$ cat src/rtl/conv_pass_scheduler.sv
// conv_pass_scheduler: sequences engine passes over one image, writes result columns, checks order/count, watchdog and abort.
module conv_pass_scheduler #(
  parameter int DATA_WIDTH = 16,
  parameter int OUT_COLS   = 24,
  parameter int MAX_PASSES = 8,
  parameter int TIMEOUT    = 4095,
  localparam int PW  = $clog2(MAX_PASSES),
  localparam int CNW = $clog2(OUT_COLS+4)+1,
  localparam int AW  = $clog2(MAX_PASSES*OUT_COLS),
  localparam int DW  = OUT_COLS*DATA_WIDTH,
  localparam int CW  = $clog2(OUT_COLS+1),
  localparam int WW  = $clog2(TIMEOUT+1)
) (
  input  logic           clk,
  input  logic           rst,
  input  logic           cmd_valid,
  input  logic [PW:0]    cmd_passes,
  output logic           cmd_ready,
  input  logic           abort,
  output logic           eng_start,
  output logic [PW-1:0]  eng_kernel_sel,
  input  logic           eng_valid_col,
  input  logic [CNW-1:0] eng_col_num,
  input  logic [DW-1:0]  eng_col_data,
  input  logic           eng_done,
  output logic           res_we,
  output logic [AW-1:0]  res_addr,
  output logic [DW-1:0]  res_data,
  output logic           busy,
  output logic           done,
  output logic           error,
  output logic [1:0]     err_code
);
  localparam logic [2:0] IDLE = 3'd0, START = 3'd1, RUN = 3'd2, NEXT = 3'd3, FINISH = 3'd4, ERR = 3'd5;
  logic [2:0]    state_q, state_d;
  logic [PW:0]   passes_q, passes_d;
  logic [PW-1:0] pass_q, pass_d;
  logic [CW-1:0] cnt_q, cnt_d;
  logic [WW-1:0] wd_q, wd_d;
  logic          we_q, we_d, error_q, error_d;
  logic [AW-1:0] addr_q, addr_d;
  logic [DW-1:0] data_q, data_d;
  logic [1:0]    code_q, code_d, ec;
  logic          eg, col_ok;
  assign cmd_ready      = state_q == IDLE;
  assign busy           = state_q != IDLE;
  assign eng_start      = state_q == START;
  assign done           = state_q == FINISH;
  assign eng_kernel_sel = pass_q;
  assign res_we         = we_q;
  assign res_addr       = addr_q;
  assign res_data       = data_q;
  assign error          = error_q;
  assign err_code       = code_q;
  assign col_ok = eng_col_num == CNW'(cnt_q) + CNW'(1) && 32'(cnt_q) != OUT_COLS;
  always_comb begin
    state_d  = state_q;
    passes_d = passes_q;
    pass_d   = pass_q;
    cnt_d    = cnt_q;
    wd_d     = wd_q;
    we_d     = 1'b0;
    error_d  = error_q;
    code_d   = code_q;
    eg       = 1'b0;
    ec       = 2'd0;
    case (state_q)
      IDLE: if (cmd_valid) begin
        passes_d = cmd_passes;
        pass_d   = '0;
        if (cmd_passes == 0 || 32'(cmd_passes) > MAX_PASSES) begin
          eg = 1'b1;
          ec = 2'd2;
        end else begin
          state_d = START;
          error_d = 1'b0;
          code_d  = 2'd0;
        end
      end
      START: begin
        cnt_d   = '0;
        wd_d    = '0;
        state_d = RUN;
      end
      RUN: begin
        wd_d = (eng_valid_col || eng_done) ? '0 : wd_q + WW'(1);
        if (eng_valid_col && !col_ok) begin
          eg = 1'b1;
          ec = 2'd1;
        end else begin
          we_d  = eng_valid_col;
          cnt_d = cnt_q + CW'(eng_valid_col);
          if (eng_done) begin
            state_d = 32'(cnt_d) == OUT_COLS ? NEXT : state_q;
            eg      = 32'(cnt_d) != OUT_COLS;
            ec      = 2'd2;
          end else if (!eng_valid_col && 32'(wd_q) + 1 == TIMEOUT) begin
            eg = 1'b1;
            ec = 2'd3;
          end
        end
      end
      NEXT: begin
        pass_d  = pass_q + PW'(1);
        state_d = (PW+1)'(pass_q) + (PW+1)'(1) == passes_q ? FINISH : START;
      end
      default: state_d = IDLE;
    endcase
    // abort overrides anything this cycle, including a column accepted alongside it
    if (abort && state_q != IDLE && state_q != ERR) begin
      eg = 1'b1;
      ec = 2'd3;
    end
    if (eg) begin
      state_d = ERR;
      error_d = 1'b1;
      code_d  = ec;
      we_d    = 1'b0;
    end
    addr_d = we_d ? AW'(32'(pass_q)*OUT_COLS + 32'(cnt_q)) : addr_q;
    data_d = we_d ? eng_col_data : data_q;
  end
  always_ff @(posedge clk or posedge rst) begin
    if (rst) begin
      state_q  <= IDLE;
      passes_q <= '0;
      pass_q   <= '0;
      cnt_q    <= '0;
      wd_q     <= '0;
      we_q     <= 1'b0;
      addr_q   <= '0;
      data_q   <= '0;
      error_q  <= 1'b0;
      code_q   <= 2'd0;
    end else begin
      state_q  <= state_d;
      passes_q <= passes_d;
      pass_q   <= pass_d;
      cnt_q    <= cnt_d;
      wd_q     <= wd_d;
      we_q     <= we_d;
      addr_q   <= addr_d;
      data_q   <= data_d;
      error_q  <= error_d;
      code_q   <= code_d;
    end
  end
endmodule

$ cat config.mk
export PLATFORM = sky130hd
export DESIGN_NAME = conv_pass_scheduler
export DESIGN_NICKNAME = d
export VERILOG_FILES = /design/src/rtl/conv_pass_scheduler.sv
export SDC_FILE = /design/constraint.sdc
export NUM_CORES = 1
export LEC_CHECK = 0
export CORE_AREA = 8 8 302 304
export DETAILED_ROUTE_END_ITERATION = 16
export DIE_AREA = 0 0 310 312
export PLACE_DENSITY_LB_ADDON = 0.2
export SETUP_SLACK_MARGIN = 0.1
export SLEW_MARGIN = 25
export SYNTH_ARGS = -nofsm -noshare
export SYNTH_HDL_FRONTEND = slang
export SYNTH_SLANG_ARGS = --single-unit
$ cat constraint.sdc
create_clock -name clk -period 30.2 [get_ports clk]
set_input_delay 6.04 -clock clk [delete_from_list [all_inputs] [get_ports clk]]
set_output_delay 6.04 -clock clk [all_outputs]
set_load 0.005 [all_outputs]
==> impl_metrics.env <==
export IMPL_p_leak_uw=0.01377
export IMPL_hold_buffers=0
export IMPL_ys_seq_area_share_pct=59.12
export IMPL_post_route_period_util_pct=34.18
export IMPL_swShare_pct=23.84
export IMPL_syn_nets=1487
export IMPL_antenna_found_initial=15
export IMPL_cp_depth=12
export IMPL_tns_ns=0
export IMPL_synth_cells=1073
export IMPL_synthMuxAreaShare_pct=31.00
export IMPL_start_kind="primary input"
export IMPL_syn_avg_cell_area_um2=16.69
export IMPL_ir_drop_v=0.00003013
export IMPL_final_area_mm2=0.02901
export IMPL_grt_pass1_wl_mm=95.88
export IMPL_post_place_cells=2983
export IMPL_final_cells=3095
export IMPL_relSlewSlack_pct=29.32
export IMPL_startpoint="eng_valid_col"
export IMPL_critPathTopFamily="buffers and inverters"
export IMPL_grt_overflow=0
export IMPL_grt_pass1_vias=13350
export IMPL_areaGrowthSynthToFinish_pct=62.01
export IMPL_dieHeight_um=312
export IMPL_io_pins=803
export IMPL_p_switching_uw=344.9
export IMPL_cts_resized=0
export IMPL_seq_area_mm2=0.01059
export IMPL_clkPwrFrac_pct=46.9
export IMPL_port_buffers=802
export IMPL_coreArea_mm2=0.08621
export IMPL_multi_input_area_mm2=0.006838
export IMPL_die_area_mm2=0.09672
export IMPL_vias_per_cell=3.899
export IMPL_cts_clk_slew_worst_paths_ns=0.05
export IMPL_cts_htree_levels=2
export IMPL_rows=108
export IMPL_finalClockSkew_ns=0.02421
export IMPL_grt_max_degree=166
export IMPL_status="completed"
export IMPL_hpwl_mm=50.42
export IMPL_postPlaceCellArea_mm2=0.02704
export IMPL_worst_slew_pin_slew_ns=1.060
export IMPL_r2r_cells=11
export IMPL_wl_per_cell_um=21.60
export IMPL_die_x_um=310
export IMPL_netlist_area_mm2=0.01790
export IMPL_synth_xor_xnor_area_share_pct=0.8316
export IMPL_endpoint="res_data[63]"
export IMPL_cp_required_ns=30.66
export IMPL_r2r_end="res_data[63]"
export IMPL_max_freq_mhz=96.87
export IMPL_clk_latency_ns=0.58
export IMPL_arrival_ns=10.78
export IMPL_layout_nets=2302
export IMPL_slowest_delay_ns=0.74
export IMPL_ys_ff_latch=423
export IMPL_r2r_slack_ns=25.63
export IMPL_pwr_density_cell_mw_per_mm2=49.87
export IMPL_hold_viol=0
export IMPL_synth_top_family_by_area="multiplexers"
export IMPL_globalRouteTotalUtil_pct=13.11
export IMPL_async_flop_share_pct=100.0
export IMPL_cts_buffer_depth=3
export IMPL_nFillCells=8520
export IMPL_crit_buf_inv=5
export IMPL_r2r_start="cnt_q[0]"
export IMPL_cap_viol_max_count=0
export IMPL_synth_warnings=0
export IMPL_initial_utilization_pct=20.77
export IMPL_first_pass_iters=4
export IMPL_setup_viol=0
export IMPL_fin_crit_ns=10.32
export IMPL_synth_compound_area_share_pct=2.432
export IMPL_synth_edff_count=0
export IMPL_rsz0062_at_grt="no"
export IMPL_critical_path_class="primary input to register"
export IMPL_final_core_util_pct=33.65
export IMPL_path_cells="clkdlybuf4s50_1, ha_1, ha_1, or3b_1, or2_2, o21ai_2, o2111ai_4, buf_12, buf_16, buf_6, buf_6, mux2_2"
export IMPL_cp_slowest_cell="buf_6"
export IMPL_endpoint_kind="register"
export IMPL_use_met1_pct=13.74
export IMPL_ys_flop_type="dfrtp_1"
export IMPL_worstPathMaxFanout=94
export IMPL_synth_distinct_cells=50
export IMPL_finalMaxSlewViolations=0
export IMPL_antenna_left=0
export IMPL_dr_total_vias=12070
export IMPL_place_gp_congestion=0.7878
export IMPL_drc=0
export IMPL_met2_usage_pct=23.39
export IMPL_hold_class="register to register"
export IMPL_post_cts_setup_buffer_count=0
export IMPL_pwr_share_comb_pct=11.5
export IMPL_internal_power_uw=1102
export IMPL_dr_first_iter_drc_count=511
export IMPL_cts_root_buffer="clkbuf_16"
export IMPL_layout_drive_gt1_share_pct=25.70
export IMPL_p_seq_share_pct=41.6
export IMPL_numCtsBuffers=56
export IMPL_tritoncts="built"
export IMPL_synth_simple_gate_area_share_pct=2.753
export IMPL_wl_mm=66.84
export IMPL_clock_sinks=423
export IMPL_synthAdderAreaFrac_pct=1.062
export IMPL_busiest_layer="met2"
export IMPL_grtUsageMet3_pct=6.153
[cell usage in the layout, fill, tap and decap left out, types with 3 or more instances in the layout]
| master | synthesis | layout |
|---|---|---|
| nand3_1 | 9 | 9 |
| a21oi_1 | 12 | 12 |
| clkinv_2 | 0 | 7 |
| o21ai_0 | 24 | 24 |
| a21o_1 | 4 | 4 |
| a211o_1 | 3 | 3 |
| xor2_1 | 7 | 7 |
| nor2b_1 | 6 | 6 |
| clkbuf_1 | 9 | 15 |
| bufinv_16 | 0 | 4 |
| and2_1 | 4 | 4 |
| mux2_2 | 92 | 92 |
| buf_12 | 0 | 4 |
| and3_1 | 6 | 6 |
| nand2b_1 | 6 | 6 |
| dfrtp_1 | 423 | 423 |
| nor3b_1 | 4 | 4 |
| inv_6 | 0 | 5 |
| ha_1 | 12 | 12 |
| nor3_1 | 4 | 4 |
| clkbuf_8 | 0 | 14 |
| diode_2 | 0 | 6 |
| o211ai_1 | 4 | 4 |
| mux2_4 | 300 | 300 |
| o31ai_1 | 5 | 5 |
| nor2_1 | 17 | 16 |
| clkdlybuf4s50_1 | 0 | 802 |
| clkbuf_16 | 0 | 57 |
| inv_1 | 11 | 10 |
| nand2_1 | 26 | 26 |
| xnor2_1 | 10 | 10 |
[through the flow]
step	total power [uW]	hold slack, ns	setup slack, ns
2_1_floorplan	673.5	0.4371	12.38
3_3_place_gp	779.2	0.4591	18.85
3_5_place_dp	781.3	0.4652	19.11
4_1_cts	1479	0.4768	19.74
5_1_grt	1515	0.4849	19.71
6_report	1447	0.4741	19.88
[per-layer routing]
layer | part of all wire (%) | vias to the layer above
met4 | 2.5 | 14
met5 | 0.14 | -
li1 | - | 5440
met1 | 35 | 6007
met2 | 51 | 498
met3 | 11 | 107
[layout make-up]
type / instances / share of cell area (%)
Timing Repair Buffer: 810 / 28.22
Clock buffer: 86 / 5.776
Sequential cell: 423 / 36.49
Antenna cell: 6 / 0.05176
Clock inverter: 18 / 0.7376
Multi-Input combinational cell: 586 / 23.57
Tap cell: 1155 / 4.982
Inverter: 11 / 0.1682
[Yosys cell counts, drive strengths merged, types with 2 or more instances]
cell | instances | share of area [%]
a211o | 3 | 0.15
a21o | 4 | 0.17
a21oi | 12 | 0.34
a311oi | 2 | 0.098
and2 | 4 | 0.14
and3 | 6 | 0.21
buf | 44 | 2.4
clkbuf | 9 | 0.19
dfrtp | 423 | 59
fa | 2 | 0.22
ha | 12 | 0.84
inv | 11 | 0.23
mux2 | 392 | 31
nand2 | 26 | 0.55
nand2b | 6 | 0.21
nand3 | 9 | 0.25
nand4 | 2 | 0.070
nor2 | 17 | 0.36
nor2b | 6 | 0.21
nor3 | 4 | 0.11
nor3b | 4 | 0.17
o211ai | 4 | 0.17
o21a | 2 | 0.084
o21ai | 25 | 0.72
o311ai | 2 | 0.098
o31ai | 5 | 0.21
or3 | 2 | 0.070
xnor2 | 10 | 0.49
xor2 | 7 | 0.34
[how the worst min path moves through the flow]
stage	from	end	slack, ns	cells past startpoint
after floorplan	wd_q[6]	wd_q[6]	0.44	1
after global placement	wd_q[6]	wd_q[6]	0.46	1
after detailed placement	error	error	0.47	1
after CTS	error	error	0.48	1
after global routing	error	error	0.48	1
final	wd_q[6]	wd_q[6]	0.47	1
[cell families (layout without fill, tap and decap cells)]
kind of cell | Yosys count | in the layout
flip-flops | 423 | 423
AO/OA/AOI/OAI | 68 | 68
other | 0 | 6
XOR/XNOR | 17 | 17
adder cells (fa/ha/maj) | 14 | 14
AND/OR/NAND/NOR | 94 | 94
buffers and inverters | 64 | 925
multiplexers | 393 | 393
[power by group through the flow]
stage | clock, uW | sequential (uW) | combinational (uW)
after floorplan | 0 | 605 | 68.1
after global placement | 0 | 611 | 168
after detailed placement | 0 | 612 | 170
after CTS | 706 | 602 | 170
after global routing | 729 | 604 | 182
final | 679 | 602 | 166
[sequential cells by signal (all words and copies together) (netlist names)]
name	flops
eng_kernel_sel	3
res_addr	8
wd_q	12
passes_q	4
cnt_q	5
err_code	2
error	1
res_data	384
res_we	1
state_q	3
No activity file was read; power rests on OpenSTA's default activity.
